==> src/rtl/tube_r3_dma_ctrl.sv <==
// Parasite-side DMA sequencer for Tube register 3 flyby transfers.
// Ports: clk, h_rst_b (async low); cfg_addr/cfg_count/cfg_dir captured on
// start; start/abort/irq_ack pulses; drq (async) from the Tube; outputs
// dack_b, mem_addr, dma_wr_b (PNWDS), dma_rd_b (PNRDS), busy, remaining,
// done_irq (sticky), aborted. Every output is a flop.
module tube_r3_dma_ctrl #(
    parameter int ADDR_W         = 16,
    parameter int CNT_W          = 16,
    parameter int STB_CYCLES     = 2,
    parameter int RECOVER_CYCLES = 3
) (
    input  logic              clk,
    input  logic              h_rst_b,
    input  logic [ADDR_W-1:0] cfg_addr,
    input  logic [CNT_W-1:0]  cfg_count,
    input  logic              cfg_dir,
    input  logic              start,
    input  logic              abort,
    input  logic              irq_ack,
    input  logic              drq,
    output logic              dack_b,
    output logic [ADDR_W-1:0] mem_addr,
    output logic              dma_wr_b,
    output logic              dma_rd_b,
    output logic              busy,
    output logic [CNT_W-1:0]  remaining,
    output logic              done_irq,
    output logic              aborted
);

    typedef enum logic [2:0] {
        S_IDLE,
        S_WAIT,
        S_SETUP,
        S_STROBE,
        S_RELEASE,
        S_RECOVER,
        S_DONE
    } state_t;

    localparam logic [7:0]        STB_LAST = 8'(STB_CYCLES - 1);
    localparam logic [7:0]        REC_LAST = 8'(RECOVER_CYCLES - 1);
    localparam logic [ADDR_W-1:0] ADDR_ONE = ADDR_W'(1);
    localparam logic [CNT_W-1:0]  CNT_ONE  = CNT_W'(1);

    state_t     state;
    logic       drq_m;
    logic       drq_s;
    logic       dir_q;
    logic       abort_q;
    logic [7:0] cnt;

    always_ff @(posedge clk or negedge h_rst_b) begin
        if (!h_rst_b) begin
            drq_m <= 1'b0;
            drq_s <= 1'b0;
        end else begin
            drq_m <= drq;
            drq_s <= drq_m;
        end
    end

    always_ff @(posedge clk or negedge h_rst_b) begin
        if (!h_rst_b) begin
            state     <= S_IDLE;
            dack_b    <= 1'b1;
            dma_wr_b  <= 1'b1;
            dma_rd_b  <= 1'b1;
            busy      <= 1'b0;
            done_irq  <= 1'b0;
            aborted   <= 1'b0;
            mem_addr  <= '0;
            remaining <= '0;
            dir_q     <= 1'b0;
            abort_q   <= 1'b0;
            cnt       <= '0;
        end else begin
            // Later assignment in S_DONE overrides this, so set wins.
            if (irq_ack)
                done_irq <= 1'b0;
            unique case (state)
                S_IDLE: begin
                    if (start) begin
                        mem_addr  <= cfg_addr;
                        remaining <= cfg_count;
                        dir_q     <= cfg_dir;
                        aborted   <= 1'b0;
                        done_irq  <= 1'b0;
                        abort_q   <= 1'b0;
                        if (cfg_count != '0) begin
                            state <= S_WAIT;
                            busy  <= 1'b1;
                        end else begin
                            state <= S_DONE;
                        end
                    end
                end
                S_WAIT: begin
                    if (abort) begin
                        state   <= S_DONE;
                        busy    <= 1'b0;
                        aborted <= 1'b1;
                    end else if (drq_s) begin
                        state  <= S_SETUP;
                        dack_b <= 1'b0;
                    end
                end
                S_SETUP: begin
                    if (abort)
                        abort_q <= 1'b1;
                    state <= S_STROBE;
                    cnt   <= '0;
                    if (dir_q)
                        dma_wr_b <= 1'b0;
                    else
                        dma_rd_b <= 1'b0;
                end
                S_STROBE: begin
                    if (abort)
                        abort_q <= 1'b1;
                    if (cnt == STB_LAST) begin
                        dma_wr_b <= 1'b1;
                        dma_rd_b <= 1'b1;
                        mem_addr <= mem_addr + ADDR_ONE;
                        if (remaining != '0)
                            remaining <= remaining - CNT_ONE;
                        state <= S_RELEASE;
                    end else begin
                        cnt <= cnt + 8'd1;
                    end
                end
                S_RELEASE: begin
                    if (abort)
                        abort_q <= 1'b1;
                    dack_b <= 1'b1;
                    cnt    <= '0;
                    state  <= S_RECOVER;
                end
                S_RECOVER: begin
                    if (abort)
                        abort_q <= 1'b1;
                    if (cnt == REC_LAST) begin
                        if (remaining == '0 || abort_q || abort) begin
                            state   <= S_DONE;
                            busy    <= 1'b0;
                            aborted <= abort_q | abort;
                        end else begin
                            state <= S_WAIT;
                        end
                    end else begin
                        cnt <= cnt + 8'd1;
                    end
                end
                S_DONE: begin
                    done_irq <= 1'b1;
                    state    <= S_IDLE;
                end
                default: state <= S_IDLE;
            endcase
        end
    end

endmodule

==> config.mk <==
export PLATFORM = sky130hd
export DESIGN_NAME = tube_r3_dma_ctrl
export DESIGN_NICKNAME = d
export VERILOG_FILES = /design/src/rtl/tube_r3_dma_ctrl.sv
export SDC_FILE = /design/constraint.sdc
export NUM_CORES = 1
export LEC_CHECK = 0
export BUFFER_PORTS_ARGS = -buffer_cell sky130_fd_sc_hd__buf_2
export CORE_ASPECT_RATIO = 1.1
export CORE_MARGIN = 2
export CORE_UTILIZATION = 49
export DETAILED_ROUTE_END_ITERATION = 16
export HOLD_SLACK_MARGIN = 0.06
export PLACE_DENSITY_LB_ADDON = 0.08
export SLEW_MARGIN = 20
export SYNTH_ARGS = -nofsm -noshare
export SYNTH_HDL_FRONTEND = slang
export SYNTH_SLANG_ARGS = --single-unit
==> constraint.sdc <==
create_clock -name clk -period 1.8 [get_ports clk]
set_input_delay 0.18 -clock clk [delete_from_list [all_inputs] [get_ports clk]]
set_output_delay 0.18 -clock clk [all_outputs]
set_load 0.01 [all_outputs]
After elaboration in Yosys (flattened, before gate mapping):

Index checks and enable logic that the tools add are counted.

* bits in read-only memories: 0
* bits in latches: 0
* RAM bits: 0
* memories: 0
* output and inout bits: 38
* logic and storage cells: 107
* bits in registers: 53

* bitwise operators: 1
* muxes and demuxes: 41
* eq/ne operators: 23
* $lt $le $gt $ge: 0
* add/sub/neg operators: 3
* $mul: 0
* shift-type cells: 0
* divide/modulo/power cells: 0
* reduce and logical (&&, ||, !) cells: 25

Operators by type and width (count)
* 2-to-1 mux 16 bit: 5
* case mux 16 bit (2 select lines): 2
* nonzero test 16 bit: 2
* inequality test 2 bit (second input constant): 13
* case mux 8 bit (3 select lines): 1
* 2-to-1 mux 3 bit: 7
* case mux 3 bit (6 select lines): 1
* AND reduction 3 bit: 6
* adder 16 x 1 -> 16 bit (second input constant): 1
* zero test 16 bit: 1
* 2-to-1 mux 1 bit: 16
* 2-to-1 mux 8 bit: 2
* subtractor 16 x 1 -> 16 bit (second input constant): 1
* case mux 1 bit (2 select lines): 5
* == test 3 bit (second input constant): 3
* adder 8 x 1 -> 8 bit (second input constant): 1
* == test 8 x 1 -> 1 bit (second input constant): 1
* == test 8 x 2 -> 1 bit (second input constant): 1
* AND reduction 4 bit: 2
* nonzero test 2 bit: 4
* == test 3 x 2 -> 1 bit (second input constant): 2
* case mux 1 bit (3 select lines): 2
* AND reduction 6 bit: 1
* nonzero test 3 bit: 2
* other kinds (10): 11

Depth between registers and ports, before layout:

* depth in word-level cells: 6
* gate-level depth with buffers: 8

Worst setup path before layout:

Ideal clock, no wire load.

* path kind: reg-to-reg
* from: register remaining[0]
* to: register remaining[3]
* path buffers: 1
* path slack: -0.006 ns
* arrival time: 1.673 ns
* stages on the path, launching flop included: 9
* data required time: 1.667 ns
* library setup time: 0.133 ns
* cells stage by stage: dfrtp_1 inv_1 ha_1 nor3b_1 nand4_2 a31oi_4 buf_6 mux2i_1 o31ai_1

* word-level cells in the longest chain between the ends: 4
* elaborated cells between the ends (all ways): 7

Ends and longest elaborated chain
* start: declaration: RTL line 26 `output logic [CNT_W-1:0] remaining,`
* start signal: assignment: RTL line 85 `remaining <= cfg_count;`
* start signal: assignment: RTL line 126 `remaining <= remaining - CNT_ONE;`
* subtractor 16 x 1 -> 16 bit: RTL line 126
* 2-to-1 mux 16 bit: RTL line 125 `if (remaining != '0)`
* 2-to-1 mux 16 bit: RTL line 121 `if (cnt == STB_LAST) begin`
* case mux 16 bit (2 select lines): RTL line 81 `unique case (state)`

Parallel ways exist; a longest one is shown, timed or not. The select of a mux whose other input is x is not followed.
A chain may end at the register's enable or synchronous reset.

Worst setup path in the final report:

* from: register remaining[10]
* to: register remaining[3]

* word-level cells in the longest chain between the ends: 3

Ends and longest elaborated chain (RTL line)
* nonzero test 16 bit: 125
* inequality test 2 bit (no line)
* AND reduction 4 bit (no line)

No other way between the ends.

==> flow_summary.json <==
{
  "status": "finished, violations left",
  "violations": "negative setup slack",
  "stdcell_count": 596,
  "firstDrtPassIters": 4,
  "clock-sinks": 53,
  "synth-xor-area-share_pct": 1.83,
  "via_per_inst": 5.94,
  "fin_crit_sh_pct": 101,
  "die_h_um": 90.7,
  "cts_made_buffers": 5,
  "synth-edff-count": 0,
  "drive_gt1_share_pct": 36.6,
  "clock_skew_ps": 11.8,
  "clockBufferDepth": 2,
  "grt_max_degree": 46,
  "muxShareOfSynthArea_pct": 1.53,
  "worstReg2RegStart": "remaining[10]",
  "cp-end-kind": "flip-flop",
  "synth-seq-cells": 53,
  "post-dp-hpwl_um": 6680,
  "worst-path-max-fanout": 10,
  "leakagePower_uw": 0.00198,
  "cts_tree": "built",
  "synth_top_cell_by_area": "dfrtp_1",
  "clkLatencyLatePin_ps": 310,
  "r2r_slack_ps": -20,
  "cp_num_cells": 6,
  "synthFlopType": "dfrtp_1",
  "netlist_area_um2": 3350,
  "wl_um": 9420,
  "synth_top_area_share_pct": 37.4,
  "hold_viol": 0,
  "vias": 3538,
  "first_iter_violations": 187,
  "tns_ps": -16.5,
  "rr_worst_depth": 6,
  "crit_family": "simple AND/OR/NAND/NOR gates",
  "root_buffer": "clkbuf_8",
  "clock.fmax_mhz": 551,
  "yosys.area_share.simple_pct": 23.7,
  "die_w_um": 82.8,
  "arrival_ps": 2020,
  "coreArea_um2": 6590,
  "synthToLayoutAreaGrowth_pct": 34.0,
  "crit_slowest_cell": "dfrtp_1",
  "ys_warn_count": 0,
  "cap_viol_max_count": 0,
  "crit_required_ps": 2000,
  "critical_path_buf_inv_count": 1,
  "initial_utilization_pct": 50.8,
  "antenna_found_initial": 0,
  "io_pins": 77,
  "path_clk_slew_ps": 100,
  "synth_top_family_by_area": "compound AO/OA/AOI/OAI gates",
  "wl_per_cell_um": 15.8,
  "synthMostInstantiatedCell": "dfrtp_1",
  "grt_pass1_vias": 3302,
  "ant_nets": 0,
  "setup_viol": 1,
  "h-tree-depth": 2,
  "antenna_cells": 0,
  "crit_type": "reg -> reg",
  "drt_drc_violations_left": 0,
  "synthCells": 390,
  "max_stage_delay_ps": 420,
  "netlist_top_cells_area": "dfrtp_1 (37%), a21oi_1 (7.0%), o21ai_0 (5.5%), nand2_1 (4.0%), nor2_1 (3.9%)",
  "grt_overflow": 0,
  "finalNetCount": 558,
  "grt_pass1_wl_um": 15100,
  "grt_usage_pct": 23.8,
  "dp_cells": 582,
  "max-vdd-ir-drop_mv": 1.08,
  "cp-start-kind": "flip-flop",
  "rsz0062_at_grt": "yes",
  "setup_slack_ps": -16.5,
  "cp_cell_sequence": "nor4_4 -> nand4_4 -> a31oi_4 -> buf_6 -> mux2i_1 -> o31ai_1",
  "dieArea_um2": 7510,
  "power_density_nw_per_um2": 1800,
  "port_buffers": 76,
  "hold_path_class": "in -> reg",
  "rows": 31,
  "synthDistinctLibCells": 61,
  "worstMarginPinSlew_ps": 523,
  "fin_crit_ps": 1820,
  "hold-worst-slack_ps": 100,
  "gp_congestion": 0.916,
  "power_uw": 8070,
  "timing.slew.headroom_pct": 65.1,
  "final_core_util_pct": 68.0,
  "final-max-slew-violation-count": 0,
  "crit_path_start": "remaining[10]",
  "syn-num-nets": 435,
  "syn_avg_cell_area_um2": 8.58,
  "synth_common_cells": "dfrtp_1 (50), a21oi_1 (47), o21ai_0 (37)",
  "synthAdderAreaFrac_pct": 2.24,
  "reg2reg_to": "remaining[3]",
  "async_flop_share_pct": 100,
  "cp-endpoint": "remaining[3]",
  "synth-compound-area-share_pct": 26.5,
  "yosysSeqAreaShare_pct": 39.7
}
==> layout by cell type (no fill, tap or decap), drive strengths merged, types with 3 or more instances in the layout <==
| cell type | count |
|---|---|
| and3 | 5 |
| clkbuf | 7 |
| nor3b | 3 |
| a2bb2oi | 5 |
| a31o | 5 |
| a31oi | 5 |
| o21ai | 40 |
| buf | 137 |
| dfstp | 3 |
| nor2b | 5 |
| nand3 | 14 |
| nor4 | 10 |
| o21a | 3 |
| nor2 | 35 |
| nor3 | 14 |
| o22ai | 6 |
| nand4 | 7 |
| xnor2 | 7 |
| dfrtp | 50 |
| o31ai | 4 |
| a22oi | 5 |
| mux2i | 4 |
| and2 | 3 |
| a211oi | 6 |
| nand2 | 36 |
| a21oi | 47 |
| ha | 6 |
| inv | 7 |
| nand2b | 7 |
==> state kept, by name, summed over array words and instances, names as in the netlist <==
register	cells
dma_rd_b	1
state	3
mem_addr	16
busy	1
abort_q	1
dma_wr_b	1
cnt	8
aborted	1
remaining	16
dir_q	1
drq_s	1
dack_b	1
drq_m	1
done_irq	1
==> power by group <==
group | internal (uW) | total, uW | switching, uW
clock | 454 | 858 | 404
combinational | 2290 | 4960 | 2670
sequential | 1730 | 2250 | 521
==> worst reg2reg max path, delay by kind of cell (launching register included) <==
kind	cells	cell delay, ps
AND/OR/NAND/NOR	2	590
flip-flops	1	420
AO/OA/AOI/OAI	2	330
multiplexers	1	200
buffers and inverters	1	170
==> worst min path at each step <==
stage               startpoint  slack (ps)           end  depth (start not counted)
floorplan              h_rst_b        -120       abort_q                          0
global placement       h_rst_b         180  remaining[4]                          1
detailed placement     h_rst_b         180  remaining[4]                          1
CTS                    cfg_dir          90         dir_q                          2
global route           cfg_dir         100         dir_q                          2
finish                 cfg_dir         100         dir_q                          2
==> kinds of logic after synthesis <==
kind of cell / Yosys count
AND/OR/NAND/NOR: 147
AO/OA/AOI/OAI: 142
flip-flops: 53
buffers and inverters: 30
XOR/XNOR: 7
adder cells (fa/ha/maj): 6
multiplexers: 5
==> timing repair <==
item / in CTS / in global routing
resized for setup: 3 / 40
setup buffers: 1 / 3
hold buffers: 2 / 0
hold endpoints to repair: 19 / 0
pin swaps: 0 / 13
endpoints found under the setup margin: 4 / 23
==> area by class of cell <==
cell class | count | area, um2
fillers | 563 | 2110
inverters | 7 | 26.3
clock buffers | 7 | 86.3
repair buffers | 139 | 928
flip-flops and latches | 53 | 1330
clock inverters | 1 | 30.0
well taps | 82 | 103
multi-input cells | 307 | 1980
==> through the flow <==
| step | instance area [um2] | worst slack, ps |
|---|---|---|
| final | 4480 | -16.5 |
| after global routing | 4480 | -87.0 |
| after CTS | 4350 | -6.62 |
| after detailed placement | 4190 | -9.46 |
| after global placement | 4190 | 66.3 |
| after floorplan | 3350 | 13.6 |
==> routing by layer <==
layer / global-route usage (%) / vias up / wire [um]
met2: 40.6 / 133 / 4780
li1: - / 1686 / -
met1: 31.4 / 1701 / 3930
met3: 4.11 / 18 / 587
met4: 5.74 / 0 / 119
met5: 0 / - / 0
Power figures use the tool's default switching activity.
